--- config.mk ---
export PLATFORM = sky130hd
export DESIGN_NAME = fetch_queue
export DESIGN_NICKNAME = d
export VERILOG_FILES = /design/src/rtl/cpu_types_pkg.sv /design/src/rtl/fetch_fifo.sv /design/src/rtl/fetch_queue.sv
export SDC_FILE = /design/constraint.sdc
export NUM_CORES = 1
export LEC_CHECK = 0
export BUFFER_PORTS_ARGS = -buffer_cell sky130_fd_sc_hd__clkbuf_2
export CAP_MARGIN = 25
export CELL_PAD_IN_SITES_DETAIL_PLACEMENT = 1
export CELL_PAD_IN_SITES_GLOBAL_PLACEMENT = 1
export CORE_ASPECT_RATIO = 1.25
export CORE_MARGIN = 3
export CORE_UTILIZATION = 51
export CTS_BUF_LIST = sky130_fd_sc_hd__clkbuf_8
export CTS_CLUSTER_SIZE = 14
export DETAILED_ROUTE_END_ITERATION = 10
export PLACE_DENSITY = 0.92
export SETUP_SLACK_MARGIN = 0.5
export SLEW_MARGIN = 20
export SYNTH_ARGS = -nofsm -noshare
export SYNTH_HDL_FRONTEND = slang
export SYNTH_SLANG_ARGS = --single-unit
export TNS_END_PERCENT = 30
--- constraint.sdc ---
create_clock -name CLK -period 6.1 [get_ports CLK]
set_input_delay 0.915 -clock CLK [delete_from_list [all_inputs] [get_ports CLK]]
set_output_delay 0.915 -clock CLK [all_outputs]
set_load 0.005 [all_outputs]
--- src/rtl/cpu_types_pkg.sv ---
// +-----------------------------------------------------------------------+
// | cpu_types_pkg                                                         |
// | Shared CPU types: word, fetch queue record and fetch FSM encoding.    |
// | Revision: 1.0                                                         |
// +-----------------------------------------------------------------------+
`default_nettype none

package cpu_types_pkg;

  typedef logic [31:0] word_t;

  typedef struct packed {
    word_t pc;
    word_t npc;
    word_t instr;
  } fetch_entry_t;

  typedef enum logic [0:0] {
    FQ_RUN    = 1'b0,
    FQ_HALTED = 1'b1
  } fetch_state_t;

  localparam logic [5:0] HALT_OPCODE = 6'b111111;

endpackage

`default_nettype wire

--- src/rtl/fetch_fifo.sv ---
// +-----------------------------------------------------------------------+
// | fetch_fifo                                                            |
// | DEPTH x fetch_entry_t synchronous FIFO with push/pop/flush and head.  |
// | Revision: 1.0                                                         |
// +-----------------------------------------------------------------------+
`default_nettype none

module fetch_fifo
  import cpu_types_pkg::*;
#(
  parameter int DEPTH = 4
) (
  input  logic                   CLK,
  input  logic                   RST,
  input  logic                   push,
  input  logic                   pop,
  input  logic                   flush,
  input  fetch_entry_t           wr_data,
  output fetch_entry_t           head,
  output logic                   head_valid,
  output logic                   full,
  output logic [$clog2(DEPTH):0] count
);

  localparam int                   c_PTR_W   = $clog2(DEPTH);
  localparam logic [c_PTR_W:0]     c_FULL    = (c_PTR_W + 1)'(DEPTH);
  localparam logic [c_PTR_W:0]     c_CNT_ONE = (c_PTR_W + 1)'(1);
  localparam logic [c_PTR_W-1:0]   c_PTR_ONE = c_PTR_W'(1);

  fetch_entry_t       r_mem [DEPTH];
  logic [c_PTR_W-1:0] r_rd_ptr;
  logic [c_PTR_W-1:0] r_wr_ptr;
  logic [c_PTR_W:0]   r_count;
  logic               w_push;
  logic               w_pop;

  assign full       = (r_count == c_FULL);
  assign head_valid = (r_count != '0);
  assign head       = r_mem[r_rd_ptr];
  assign count      = r_count;

  // Guard against misuse so the pointers can never lap each other.
  assign w_push = push & ~full;
  assign w_pop  = pop & head_valid;

  always_ff @(posedge CLK) begin
    if (RST || flush) begin
      r_rd_ptr <= '0;
      r_wr_ptr <= '0;
      r_count  <= '0;
    end else begin
      if (w_push) r_wr_ptr <= r_wr_ptr + c_PTR_ONE;
      if (w_pop)  r_rd_ptr <= r_rd_ptr + c_PTR_ONE;
      case ({w_push, w_pop})
        2'b10:   r_count <= r_count + c_CNT_ONE;
        2'b01:   r_count <= r_count - c_CNT_ONE;
        default: r_count <= r_count;
      endcase
    end
  end

  always_ff @(posedge CLK) begin
    if (w_push && !RST && !flush) r_mem[r_wr_ptr] <= wr_data;
  end

endmodule

`default_nettype wire

--- src/rtl/fetch_queue.sv ---
// +-----------------------------------------------------------------------+
// | fetch_queue                                                           |
// | Prefetch queue between icache port and decode; halt and redirect.     |
// | Revision: 1.0                                                         |
// +-----------------------------------------------------------------------+
`default_nettype none

module fetch_queue
  import cpu_types_pkg::*;
#(
  parameter int          DEPTH   = 4,
  parameter logic [31:0] PC_INIT = 32'h0,
  parameter logic [5:0]  HALT_OP = HALT_OPCODE,
  parameter logic [31:0] PC_STEP = 32'd4
) (
  input  logic                   CLK,
  input  logic                   RST,
  output logic                   iREN,
  output logic [31:0]            iaddr,
  input  logic                   ihit,
  input  logic [31:0]            iload,
  input  logic                   dmem_busy,
  input  logic                   redirect,
  input  logic [31:0]            redirect_pc,
  input  logic                   dec_ready,
  output logic                   if_valid,
  output logic [31:0]            if_instr,
  output logic [31:0]            if_pc,
  output logic [31:0]            if_npc,
  output logic                   halted,
  output logic [$clog2(DEPTH):0] occupancy
);

  fetch_state_t r_state;
  fetch_state_t w_state_next;
  word_t        r_fetch_pc;
  fetch_entry_t w_wr_entry;
  fetch_entry_t w_head;
  logic         w_head_valid;
  logic         w_full;
  logic         w_run;
  logic         w_push;
  logic         w_pop;

  // State register
  always_ff @(posedge CLK) begin
    if (RST) r_state <= FQ_RUN;
    else     r_state <= w_state_next;
  end

  // Next-state: a redirect cancels any halt, including one fetched this cycle
  always_comb begin
    w_state_next = r_state;
    if (redirect)
      w_state_next = FQ_RUN;
    else if (w_push && (iload[31:26] == HALT_OP))
      w_state_next = FQ_HALTED;
  end

  // Output decode
  always_comb begin
    w_run  = (r_state == FQ_RUN);
    halted = (r_state == FQ_HALTED);
  end

  assign iREN   = ~RST & w_run & ~w_full & ~dmem_busy & ~redirect;
  assign iaddr  = r_fetch_pc;
  assign w_push = iREN & ihit;
  assign w_pop  = w_head_valid & dec_ready & ~redirect;

  assign w_wr_entry = '{pc: r_fetch_pc, npc: r_fetch_pc + PC_STEP, instr: iload};

  always_ff @(posedge CLK) begin
    if (RST)           r_fetch_pc <= PC_INIT;
    else if (redirect) r_fetch_pc <= {redirect_pc[31:2], 2'b00};
    else if (w_push)   r_fetch_pc <= r_fetch_pc + PC_STEP;
  end

  fetch_fifo #(
    .DEPTH (DEPTH)
  ) u_fifo (
    .CLK        (CLK),
    .RST        (RST),
    .push       (w_push),
    .pop        (w_pop),
    .flush      (redirect),
    .wr_data    (w_wr_entry),
    .head       (w_head),
    .head_valid (w_head_valid),
    .full       (w_full),
    .count      (occupancy)
  );

  assign if_valid = w_head_valid;
  assign if_instr = w_head_valid ? w_head.instr : '0;
  assign if_pc    = w_head_valid ? w_head.pc    : '0;
  assign if_npc   = w_head_valid ? w_head.npc   : '0;

endmodule

`default_nettype wire

==> metrics.csv <==
stage,metric,value,unit
clock_tree,post_cts_resized,0,
routing,num_vias,9244,
critical_path,worstSetupPathType,flop to primary output,
sta,hold-worst-slack,0.5049,ns
power,power.density,276.0,nW/um^2
critical_path,critical_path_peak_fanout,52,
synth,netlist_top_cells_count,"edfxtp_1, and2_1, mux4_2, dfxtp_1, nor2_1",
clock_tree,clk_path_buf_depth,3,
clock_tree,cts_root_buf,clkbuf_8,
critical_path,slowest_delay,0.93,ns
synth,synth_edf_count,368,
critical_path,slowest_stage,dfxtp_4,
routing,drtIter0Drc,775,
worst_hold_path,hold_path_class,flop to flop,
sta,tightest_slew,1.027,ns
sta,relSlewSlack,30.92,%
layout,n_fill_cell,2956,
run_status,status,completed,
sta,setup_tns,0,ns
global_routing,gr-total-overflow,0,
synth,synth-seq-cells,408,
sta,slew_violations,0,
floorplanning,core-area,32150,sq um
critical_path,cp.buffers_inverters,2,
synth,synthArstFlopShare,0,%
sta,timing.final.hold_violations,0,
sta,finClkSkew,0.01722,ns
global_routing,grt_max_degree,66,
global_routing,grt_pass1_vias,10139,
synth,synth.area.top_cells,"edfxtp_1, mux4_2, dfxtp_1, and2_1, xnor2_1",
sta,min_period,3.846,ns
power,total_power,5.247,mW
clock_tree,clk_latency,0.60,ns
routing,routed_wl,40220,um
clock_tree,holdBufCountCts,0,
sta,rsz0062_at_grt,false,
layout,final_layout_size_suffix_gt1_share,32.60,%
critical_path,ff2ff_setup_slack,3.25,ns
critical_path,crit_path_end,if_instr[29],
synth,synth.yosys.seq_area_share,70.70,%
synth,synth_area_leader_cell,edfxtp_1,
flow_run,cap_violations,0,
synth,yosysTopAreaCellShare,65.93,%
synth,yosys_most_used_dff,edfxtp_1,
routing,drtAntennaViolNets,0,
critical_path,setup.worst_path.start_class,flop,
global_routing,antenna_found_initial,2,
critical_path,rr_endpoint,iaddr[16],
floorplanning,io-pin-count,204,
floorplanning,die_h,208.7,um
placement,gp_congestion,0.8202,
synth,syn_area_per_cell,17.50,sq um
floorplanning,core.rowCount,73,
placement,dp_hpwl,25790,um
floorplanning,dieArea,35090,sq um
power,power.leakage,6.537,nW
critical_path,worst_setup_path_end_kind,primary output,
floorplanning,initial_core_util,52.14,%
layout,syn_to_final_growth,13.41,%
critical_path,r2r_start,iaddr[3],
clock_tree,cts.htree.levels,2,
clock_tree,post_cts_buffers,0,
placement,portBuffers,195,
clock_tree,clk_pin_slew,0.07,ns
routing,vias_per_cell,5.770,
synth,synthDistinctLibCells,49,
critical_path,r2r_cells,6,
routing,wl_per_cell,25.10,um
layout,register_area,11860,sq um
clock_tree,cts_tree,done,
synth,ys_warn_count,0,
layout,nets,1219,
sta,period_share,63.05,%
layout,multi_input_area,4393,sq um
global_routing,grtUsageTotal,22.90,%
sta,finalSetupViolCount,0,
critical_path,cp_data_arrival_time,2.93,ns
critical_path,crit_path_cell_trace,"buf_12, mux4_2, and2_1, clkbuf_2",
critical_path,critical_path_cell_count,4,
routing,first_pass_iters,5,
clock_tree,clkSinkCount,408,
synth,yosysMostFrequentCell,edfxtp_1,
global_routing,grt_pass1_wl,61390,um
synth,syn-cell-area,16760,sq um
critical_path,cp_top_family,flip-flops,
routing,drc,0,
sta,fmax,0.2600,GHz
clock_tree,cts_inserted_buffers,58,
power,vdd_drop_max,0.1474,mV
synth,synthCells,958,
floorplanning,die_width,168.2,um
critical_path,worstPathRequired,5.18,ns
-- per-stage QoR --
step	area (sq um)	setup slack (ns)	util (%)	cells
finish	19010	2.254	59.13	1602
global route	19010	1.994	59.12	1601
CTS	18990	2.137	59.08	1598
detailed placement	17950	2.122	55.82	1493
global placement	17950	2.137	55.82	1493
floorplan	16780	1.451	-	963
-- worst reg2reg max path: cells and delay by family (launching register included) --
kind / cells / cell delay (ns)
flops: 1 / 0.57
fa+ha+maj: 1 / 0.35
xor+xnor: 1 / 0.22
simple gates: 3 / 1.39
compound gates: 1 / 0.24
-- registers in the layout, summed over array words and instances, names as in the netlist, named ones only --
| name | flops |
|---|---|
| u_fifo.r_mem | 368 |
| iaddr | 30 |
| u_fifo.count | 3 |
| u_fifo.r_rd_ptr | 2 |
| u_fifo.r_wr_ptr | 2 |
| halted | 1 |
-- power breakdown --
group          total, mW  leakage (nW)  switching [mW]  internal, mW
sequential          3.13          3.65          0.0481          3.08
clock               1.95         0.633           0.992         0.958
combinational      0.171          2.25           0.104        0.0678
-- cell type report --
| type | instances | share of cell area (%) |
|---|---|---|
| Antenna cell | 3 | 0.03949 |
| Clock buffer | 64 | 4.634 |
| Clock inverter | 41 | 0.8754 |
| Inverter | 15 | 0.2962 |
| Multi-Input combinational cell | 450 | 23.11 |
| Sequential cell | 408 | 62.38 |
| Tap cell | 412 | 2.712 |
| Timing Repair Buffer | 209 | 5.950 |
-- placed cells by master, fill, tap and decap left out, drive strengths merged, types with 6 or more instances in the layout --
cell,netlist,layout
o21ai,9,9
xnor2,32,32
nor3,14,14
nand2,31,31
dfxtp,40,40
mux4,92,92
a311oi,6,6
nand3,16,16
and3,10,10
and2,93,93
xor2,18,18
and4,7,7
buf,59,13
ha,6,6
nor4,7,7
inv,15,40
or3,9,9
edfxtp,368,368
nand4,14,14
clkinv,0,15
clkbuf,31,260
a211oi,9,9
conb,1,6
nor2,39,39
a21oi,12,12
-- cell families (layout without fill, tap and decap cells) --
logic type | count (synthesis) | after routing | synth area share (%)
adder cells (fa/ha/maj) | 7 | 7 | 0.5673
other | 1 | 9 | 0.02237
XOR/XNOR | 50 | 50 | 2.613
AND/OR/NAND/NOR | 249 | 249 | 8.539
AO/OA/AOI/OAI | 46 | 46 | 1.866
flip-flops | 408 | 408 | 70.70
multiplexers | 92 | 92 | 12.36
buffers and inverters | 105 | 329 | 3.329
-- per-layer routing --
layer  vias up  wire, um  global-route usage [%]
li1       4040         -                       -
met2       356     21210                   39.83
met1      4776     15660                   29.10
met5         -         0                       0
met4         0      1291                   8.637
met3        72      2058                   3.690
-- worst min-delay path by stage --
| stage | startpoint | endpoint | slack, ns | depth (start not counted) |
|---|---|---|---|---|
| 2_1_floorplan | u_fifo.r_wr_ptr[1] | u_fifo.r_wr_ptr[1] | 0.47 | 2 |
| 5_1_grt | iload[6] | u_fifo.r_mem[2][6] | 0.51 | 1 |
| 3_3_place_gp | u_fifo.r_wr_ptr[1] | u_fifo.r_wr_ptr[1] | 0.48 | 2 |
| 4_1_cts | iload[7] | u_fifo.r_mem[2][7] | 0.50 | 1 |
| 6_report | u_fifo.r_wr_ptr[1] | u_fifo.r_wr_ptr[1] | 0.50 | 2 |
| 3_5_place_dp | u_fifo.r_wr_ptr[1] | u_fifo.r_wr_ptr[1] | 0.50 | 2 |
Note: power is estimated with default switching activity, not from simulation.
